File: src/rtl/wb_stage_pkg.sv
// Shared constants for the write-back stage: MEM->WB bus layout, CP0 map and exception codes.
package wb_stage_pkg;

  localparam int unsigned MEM_WB_W       = 118;
  localparam int unsigned RF_WEN_BIT     = 117;
  localparam int unsigned RF_WDEST_LSB   = 112;
  localparam int unsigned MEM_RESULT_LSB = 80;
  localparam int unsigned LO_RESULT_LSB  = 48;
  localparam int unsigned HI_WRITE_BIT   = 47;
  localparam int unsigned LO_WRITE_BIT   = 46;
  localparam int unsigned MFHI_BIT       = 45;
  localparam int unsigned MFLO_BIT       = 44;
  localparam int unsigned MTC0_BIT       = 43;
  localparam int unsigned MFC0_BIT       = 42;
  localparam int unsigned CP0_ADDR_LSB   = 34;
  localparam int unsigned SYSCALL_BIT    = 33;
  localparam int unsigned ERET_BIT       = 32;
  localparam int unsigned PC_LSB         = 0;

  // CP0 addresses are {rd[4:0], sel[2:0]}
  localparam logic [7:0] CP0_STATUS_ADDR = 8'h60;
  localparam logic [7:0] CP0_CAUSE_ADDR  = 8'h68;
  localparam logic [7:0] CP0_EPC_ADDR    = 8'h70;

  localparam logic [4:0]  EXC_CODE_SYSCALL = 5'd8;
  localparam logic [31:0] EXC_ENTRY        = 32'h0000_0008;

  localparam int unsigned STATUS_EXL_BIT = 1;
  localparam int unsigned CAUSE_EXC_LSB  = 2;

  typedef struct packed {
    logic        rf_wen;
    logic [4:0]  rf_wdest;
    logic [31:0] mem_result;
    logic [31:0] lo_result;
    logic        hi_write;
    logic        lo_write;
    logic        mfhi;
    logic        mflo;
    logic        mtc0;
    logic        mfc0;
    logic [7:0]  cp0r_addr;
    logic        syscall;
    logic        eret;
    logic [31:0] pc;
  } mem_wb_t;

  function automatic mem_wb_t decode_bus(input logic [MEM_WB_W-1:0] b);
    mem_wb_t f;
    f.rf_wen     = b[RF_WEN_BIT];
    f.rf_wdest   = b[RF_WDEST_LSB +: 5];
    f.mem_result = b[MEM_RESULT_LSB +: 32];
    f.lo_result  = b[LO_RESULT_LSB +: 32];
    f.hi_write   = b[HI_WRITE_BIT];
    f.lo_write   = b[LO_WRITE_BIT];
    f.mfhi       = b[MFHI_BIT];
    f.mflo       = b[MFLO_BIT];
    f.mtc0       = b[MTC0_BIT];
    f.mfc0       = b[MFC0_BIT];
    f.cp0r_addr  = b[CP0_ADDR_LSB +: 8];
    f.syscall    = b[SYSCALL_BIT];
    f.eret       = b[ERET_BIT];
    f.pc         = b[PC_LSB +: 32];
    return f;
  endfunction

endpackage

File: src/rtl/wb_stage_cp0_regs.sv
// CP0 STATUS/CAUSE/EPC storage with syscall/eret/mtc0 update and the mfc0 read mux.
module cp0_regs
  import wb_stage_pkg::*;
(
  input  logic        clk,
  input  logic        rst,
  input  logic        wb_valid,
  input  logic        mtc0,
  input  logic        syscall,
  input  logic        eret,
  input  logic [7:0]  addr,
  input  logic [31:0] wdata,
  input  logic [31:0] pc,
  output logic [31:0] rdata,
  output logic        exc_valid,
  output logic [31:0] exc_pc
);

  logic        exl_q,  exl_d;
  logic [4:0]  code_q, code_d;
  logic [31:0] epc_q,  epc_d;

  // Next-state: syscall beats eret, and both beat an mtc0 in the same instruction
  always_comb begin
    exl_d  = exl_q;
    code_d = code_q;
    epc_d  = epc_q;
    if (wb_valid) begin
      if (syscall) begin
        epc_d  = pc;
        code_d = EXC_CODE_SYSCALL;
        exl_d  = 1'b1;
      end else if (eret) begin
        exl_d = 1'b0;
      end else if (mtc0) begin
        case (addr)
          CP0_STATUS_ADDR: exl_d  = wdata[STATUS_EXL_BIT];
          CP0_CAUSE_ADDR:  code_d = wdata[CAUSE_EXC_LSB +: 5];
          CP0_EPC_ADDR:    epc_d  = wdata;
          default:         epc_d  = epc_q;
        endcase
      end else begin
        exl_d = exl_q;
      end
    end else begin
      exl_d = exl_q;
    end
  end

  // CP0 state register
  always_ff @(posedge clk or posedge rst) begin
    if (rst) begin
      exl_q  <= 1'b0;
      code_q <= 5'd0;
      epc_q  <= 32'h0;
    end else begin
      exl_q  <= exl_d;
      code_q <= code_d;
      epc_q  <= epc_d;
    end
  end

  // Read mux and redirect target; unimplemented bits and addresses read as zero
  always_comb begin
    rdata = 32'h0;
    case (addr)
      CP0_STATUS_ADDR: rdata[STATUS_EXL_BIT] = exl_q;
      CP0_CAUSE_ADDR:  rdata[CAUSE_EXC_LSB +: 5] = code_q;
      CP0_EPC_ADDR:    rdata = epc_q;
      default:         rdata = 32'h0;
    endcase
    exc_valid = wb_valid & (syscall | eret);
    if (!exc_valid) begin
      exc_pc = 32'h0;
    end else if (syscall) begin
      exc_pc = EXC_ENTRY;
    end else begin
      exc_pc = epc_q;
    end
  end

endmodule

File: src/rtl/wb_stage.sv
// Write-back stage: HI/LO ownership, register-file write port, CP0 and exception redirect.
module wb_stage
  import wb_stage_pkg::*;
(
  input  logic                clk,
  input  logic                rst,
  input  logic                WB_valid,
  input  logic [MEM_WB_W-1:0] MEM_WB_bus_r,
  output logic                rf_wen,
  output logic [4:0]          rf_wdest,
  output logic [31:0]         rf_wdata,
  output logic                WB_over,
  output logic [4:0]          WB_wdest,
  output logic [32:0]         exc_bus,
  output logic                cancel,
  output logic [31:0]         WB_pc,
  output logic [31:0]         hi_out,
  output logic [31:0]         lo_out
);

  mem_wb_t     wb_s;
  logic [31:0] hi_q, hi_d, lo_q, lo_d;
  logic [31:0] cp0_rdata_s;
  logic        exc_valid_s;
  logic [31:0] exc_pc_s;

  assign wb_s = decode_bus(MEM_WB_bus_r);

  // HI/LO next state; MULT sets both writes at once
  always_comb begin
    hi_d = hi_q;
    lo_d = lo_q;
    if (WB_valid) begin
      if (wb_s.hi_write) begin
        hi_d = wb_s.mem_result;
      end else begin
        hi_d = hi_q;
      end
      if (wb_s.lo_write) begin
        lo_d = wb_s.lo_result;
      end else begin
        lo_d = lo_q;
      end
    end else begin
      hi_d = hi_q;
    end
  end

  // HI/LO registers
  always_ff @(posedge clk or posedge rst) begin
    if (rst) begin
      hi_q <= 32'h0;
      lo_q <= 32'h0;
    end else begin
      hi_q <= hi_d;
      lo_q <= lo_d;
    end
  end

  cp0_regs u_cp0_regs (
    .clk       (clk),
    .rst       (rst),
    .wb_valid  (WB_valid),
    .mtc0      (wb_s.mtc0),
    .syscall   (wb_s.syscall),
    .eret      (wb_s.eret),
    .addr      (wb_s.cp0r_addr),
    .wdata     (wb_s.mem_result),
    .pc        (wb_s.pc),
    .rdata     (cp0_rdata_s),
    .exc_valid (exc_valid_s),
    .exc_pc    (exc_pc_s)
  );

  // Write-back data mux; reads see registered values so the previous write is visible
  always_comb begin
    if (wb_s.mfhi) begin
      rf_wdata = hi_q;
    end else if (wb_s.mflo) begin
      rf_wdata = lo_q;
    end else if (wb_s.mfc0) begin
      rf_wdata = cp0_rdata_s;
    end else begin
      rf_wdata = wb_s.mem_result;
    end
  end

  assign rf_wen   = WB_valid & wb_s.rf_wen & ~wb_s.syscall & ~wb_s.eret;
  assign rf_wdest = wb_s.rf_wdest;
  assign WB_wdest = wb_s.rf_wdest & {5{WB_valid}};
  assign WB_over  = WB_valid;
  assign exc_bus  = {exc_valid_s, exc_pc_s};
  assign cancel   = exc_valid_s;
  assign WB_pc    = wb_s.pc;
  assign hi_out   = hi_q;
  assign lo_out   = lo_q;

endmodule

File: config.mk
export PLATFORM = sky130hd
export DESIGN_NAME = wb_stage
export DESIGN_NICKNAME = d
export VERILOG_FILES = /design/src/rtl/wb_stage_pkg.sv /design/src/rtl/wb_stage_cp0_regs.sv /design/src/rtl/wb_stage.sv
export SDC_FILE = /design/constraint.sdc
export NUM_CORES = 1
export LEC_CHECK = 0
export CAP_MARGIN = 20
export CELL_PAD_IN_SITES_DETAIL_PLACEMENT = 0
export CELL_PAD_IN_SITES_GLOBAL_PLACEMENT = 1
export CORE_ASPECT_RATIO = 0.75
export CORE_MARGIN = 3
export CORE_UTILIZATION = 33
export DETAILED_ROUTE_END_ITERATION = 12
export PLACE_DENSITY_LB_ADDON = 0.1
export SYNTH_ARGS = -nofsm -noshare
export SYNTH_HDL_FRONTEND = slang
export SYNTH_SLANG_ARGS = --single-unit
File: constraint.sdc
create_clock -name clk -period 6.3 [get_ports clk]
set_input_delay 1.26 -clock clk [delete_from_list [all_inputs] [get_ports clk]]
set_output_delay 1.26 -clock clk [all_outputs]
set_load 0.02 [all_outputs]
# Word-level counts from Yosys, hierarchy flattened
# Cells that the tools add are included.
# totals
output_inout_bits	174
inputBits	121
ff_bits	102
# classes
n_eq_ne	4
bitwise	8
reduce_logical	10
n_mux	21
# ops
operator	count
$mux W32	9
$mux W25	1
$eq A8 B7 Y1 const B	3
$mux W5	4
$pmux W5 S2	1
$reduce_and A4 Y1	2
$reduce_bool A2 Y1	3
$reduce_bool A3 Y1	2
$and A5 B5 Y5	1
$mux W1	5
$and A1 B1 Y1	4
$reduce_and A2 Y1	2
$reduce_and A3 Y1	1
$ne A2 B1 Y1 const B	1
$not A1 Y1	2
$pmux W1 S2	1
$or A1 B1 Y1	1

# Logic depth before layout (Yosys ltp)
# depth
word_depth	5
mapped_depth	6

# Hierarchy
# A second synthesis with hierarchy kept.
# hier_totals
hier_cells	564
area_unflattened_um2	6112.1
# modules_own_cells
mod	seq_area_each_um2	instances	cells_per_inst	area_per_inst_um2
wb_stage	1601.5	1	329	3789.9
cp0_regs	950.9	1	235	2322.2

# Worst setup path before layout
# No wires, ideal clock.
# synth_path
path_kind	input -> output
from	input port MEM_WB_bus_r[35]
to	output port rf_wdata[31]
n_path_buf	1
t_arrival_ps	3050
path_stages	5
setup_slack_ps	1990
required_ps	5040
path_cell_list	or4_1 > buf_2 > nor4_4 > a221oi_1 > o31ai_1
# synth_via
elab_chain_cells	5
# synth_lines
element	line_no	text
start: declaration	wb_stage.sv:8	input logic [MEM_WB_W-1:0] MEM_WB_bus_r,
$eq A8 B7 Y1	wb_stage_cp0_regs.sv:66	case (addr)
$mux W25	wb_stage_cp0_regs.sv:66	
$mux W32	wb_stage.sv:81	end else if (wb_s.mfc0) begin
$mux W32	wb_stage.sv:79	end else if (wb_s.mflo) begin
$mux W32	wb_stage.sv:77	if (wb_s.mfhi) begin
end: declaration	wb_stage.sv:11	output logic [31:0] rf_wdata,
# Every way passes these cells.

# Worst setup path in the final report
# Ends and elaborated chain as after synthesis.

==> results.md <==
- Status: finished, final reports clean
- IO Pins: 295
- Cell total after placement: 1037
- P_sw: 711 uW
- Crit share post-route: 0.861
- Reg2reg start: u_cp0_regs.code_q[4]
- Overall Power: 2.17 mW
- Setup crit end kind: primary output
- Via count: 5564
- Unrepaired setup endpoints after global routing: no
- Largest net degree at the start of global routing: 63
- Async SR Flop Fraction: 1.00
- DRT iter0 DRCs: 236
- Syn Nets: 695
- Share of layout cells above drive strength 1: 0.180
- Core box area: 17900 sq um
- Fin Hold WS: 0.510 ns
- Leakage: 3.57 nW
- Worst min path class: reg2reg
- TritonCTS clock tree: built
- Post-CTS Setup Bufs: 0
- Hold EP: u_cp0_regs.code_q[2]
- MaxCap Viol Count: 0
- P&R area growth vs syn: 52.0%
- Register share of total power: 0.382
- Post-Syn Area per Cell: 10.6 sq um
- Post-route cell area: 9240 sq um
- DP HPWL: 16000 um
- Drt pass-1 iters: 4
- Setup crit start kind: input pin
- Post-synth top area cell: dfrtp_1
- Total global routing overflow: 0
- CTS-repair resized insts: 0
- Post-route ant nets: 0
- Num CTS Buffers: 9
- Gate Count Post-Synth: 574
- Clk Latency, worst-skew pair: 0.34 ns
- Critical R2R Capture: u_cp0_regs.code_q[4]
- GPL Wtd Cong: 0.848
- Final Non-Filler Cells: 1053
- Number of synthesized flops with an enable pin: 0
- Hold depth: 1
- First-pass GRT wire length: 33700 um
- Synth top cells by count: 102 x dfrtp_1, 63 x mux2_2, 39 x buf_4
- Combinational Power Share: 0.347
- Internal power: 1.46 mW
- Hold Vio Cnt, Final: 0
- Hold_sp: u_cp0_regs.code_q[2]
- Die width: 163 um
- Crit path DAT: 4.16 ns
- Number of global-route vias before repair: 5712
- YS warnings: 0
- Die area: 20100 sq um
- Avg WL per Cell: 20.9 um
- Initial Util: 0.340
- Yosys cell types: 44
- Area fraction of the dominant cell type after synthesis: 0.420
- Chip Height: 124 um
- Clock sinks: 102
- Via density: 5.28
- Power Density: 234 nW/um^2
- CTS Buffer Depth: 2
- R2r setup slk: 5.42 ns
- Buffers on Ports: 294
- Worst-case vdd ir drop: 143 uV
- Total track usage: 0.216
- Setup TNS: 0 ns
- Placed cell areas: 8930 sq um
- #FFs+latches synth: 102
- DR DRC count: 0
- Cts hold-fix bufs: 0
- Final worst path period need: 5.42 ns
- R2R cell count: 4
- Netlist Area Pre-Place: 6080 sq um
- Clk slew on worst S/H paths: 0.07 ns
- Clk pwr share: 0.270
- Final setup fails: 0
- Total Wirelength: 22000 um
- Slew HR: 0.317
- Synth top area cells: dfrtp_1 42%, mux2_2 12%, a221oi_2 4.9%
- Max FO, Critical Path: 19
- Switching power share of the total: 0.328
- Top FF cell, synth: dfrtp_1
- Sequential-to-total area share from yosys stat: 0.420
- WS Path Type: in2out
- Max Slew Vio Count: 0
- Nets@finish: 927
- Worst-Margin Slew: 1.02 ns
- Root Buffer: clkbuf_16
- H-tree depth: 3
- Max Fclk: 184 MHz
- Clock skew: 0 ns
- ANT cells: 0
- WP data required: 5.04 ns
- Most frequent cell after synthesis: dfrtp_1
- Initial antenna violation count: 1
- FP Rows: 42
[critical path, cell delays in order]
cell and delay (ns):
clkdlybuf4s50_1 0.46, or4_1 0.68, nor4_4 0.28, buf_4 0.40, a221oi_1 0.14, o31ai_1 0.29
clkdlybuf4s50_1 0.66
[registers in the layout (all words and copies together) (netlist names)]
name,flops
hi_out,32
lo_out,32
u_cp0_regs.code_q,5
u_cp0_regs.epc_q,32
u_cp0_regs.exl_q,1
[per-layer routing]
layer / track usage / share of wire / vias up
met5: 0 / 0.00059 / -
li1: - / - / 2555
met1: 0.291 / 0.44 / 2721
met4: 0.0423 / 0.012 / 2
met3: 0.0698 / 0.095 / 27
met2: 0.344 / 0.46 / 259
[worst max path at each step]
stage | from | to | slack (ns) | cells past startpoint
after global routing | MEM_WB_bus_r[35] | rf_wdata[3] | 0.72 | 6
after floorplan | MEM_WB_bus_r[35] | rf_wdata[31] | 1.99 | 5
after global placement | MEM_WB_bus_r[35] | rf_wdata[31] | 0.90 | 7
after CTS | MEM_WB_bus_r[35] | rf_wdata[31] | 0.88 | 7
final | MEM_WB_bus_r[35] | rf_wdata[31] | 0.88 | 7
after detailed placement | MEM_WB_bus_r[35] | rf_wdata[31] | 0.88 | 7
[kinds of logic after synthesis]
logic type,Yosys count,synth area share
compound gates,165,0.232
simple gates,151,0.145
mux,64,0.118
buf+inv,92,0.0841
flops,102,0.420
[power by group through the flow]
stage	combinational [mW]	clock [mW]	sequential, mW
floorplan	0.319	0	0.893
global placement	0.752	0	0.837
detailed placement	0.759	0	0.840
CTS	0.761	0.606	0.828
global route	0.803	0.629	0.842
finish	0.752	0.586	0.829
[cell usage in the layout, fill, tap and decap left out, types with 2 or more instances in the layout]
cell type,Yosys,routed
clkdlybuf4s50_1,0,290
dfrtp_1,102,102
mux2_2,63,63
and2_1,36,36
nand2_1,38,36
nor2b_1,27,27
o22ai_1,25,25
a2bb2oi_1,23,23
o31ai_1,22,22
a221oi_2,20,20
o31ai_2,20,20
a21oi_1,20,20
nand2b_1,18,18
o21ai_0,15,15
clkbuf_16,0,9
inv_1,9,8
buf_4,39,8
a221oi_1,7,7
a22oi_1,6,6
or3b_2,5,5
nor2_1,5,4
buf_2,4,4
nand4_1,3,3
a22o_1,3,3
nor3_1,3,3
nor4_2,2,2
nand3_1,2,2
nand2_2,0,2
nor4_1,2,2
nor3b_1,2,2
inv_6,0,2
[area by class of cell]
type,count,area [sq um]
timing repair buffer,303,3010
clock inverter,6,68.8
inverter,10,40.0
clock buffer,10,239
tap,242,303
multi-input combinational,380,3030
fill,1626,8620
sequential,102,2550
[metrics by stage]
stage	util	setup slack [ns]
final	0.517	0.875
after global routing	0.517	0.720
after CTS	0.517	0.880
after detailed placement	0.500	0.880
after global placement	0.499	0.899
after floorplan	-	1.99
Power figures use the tool's default switching activity.
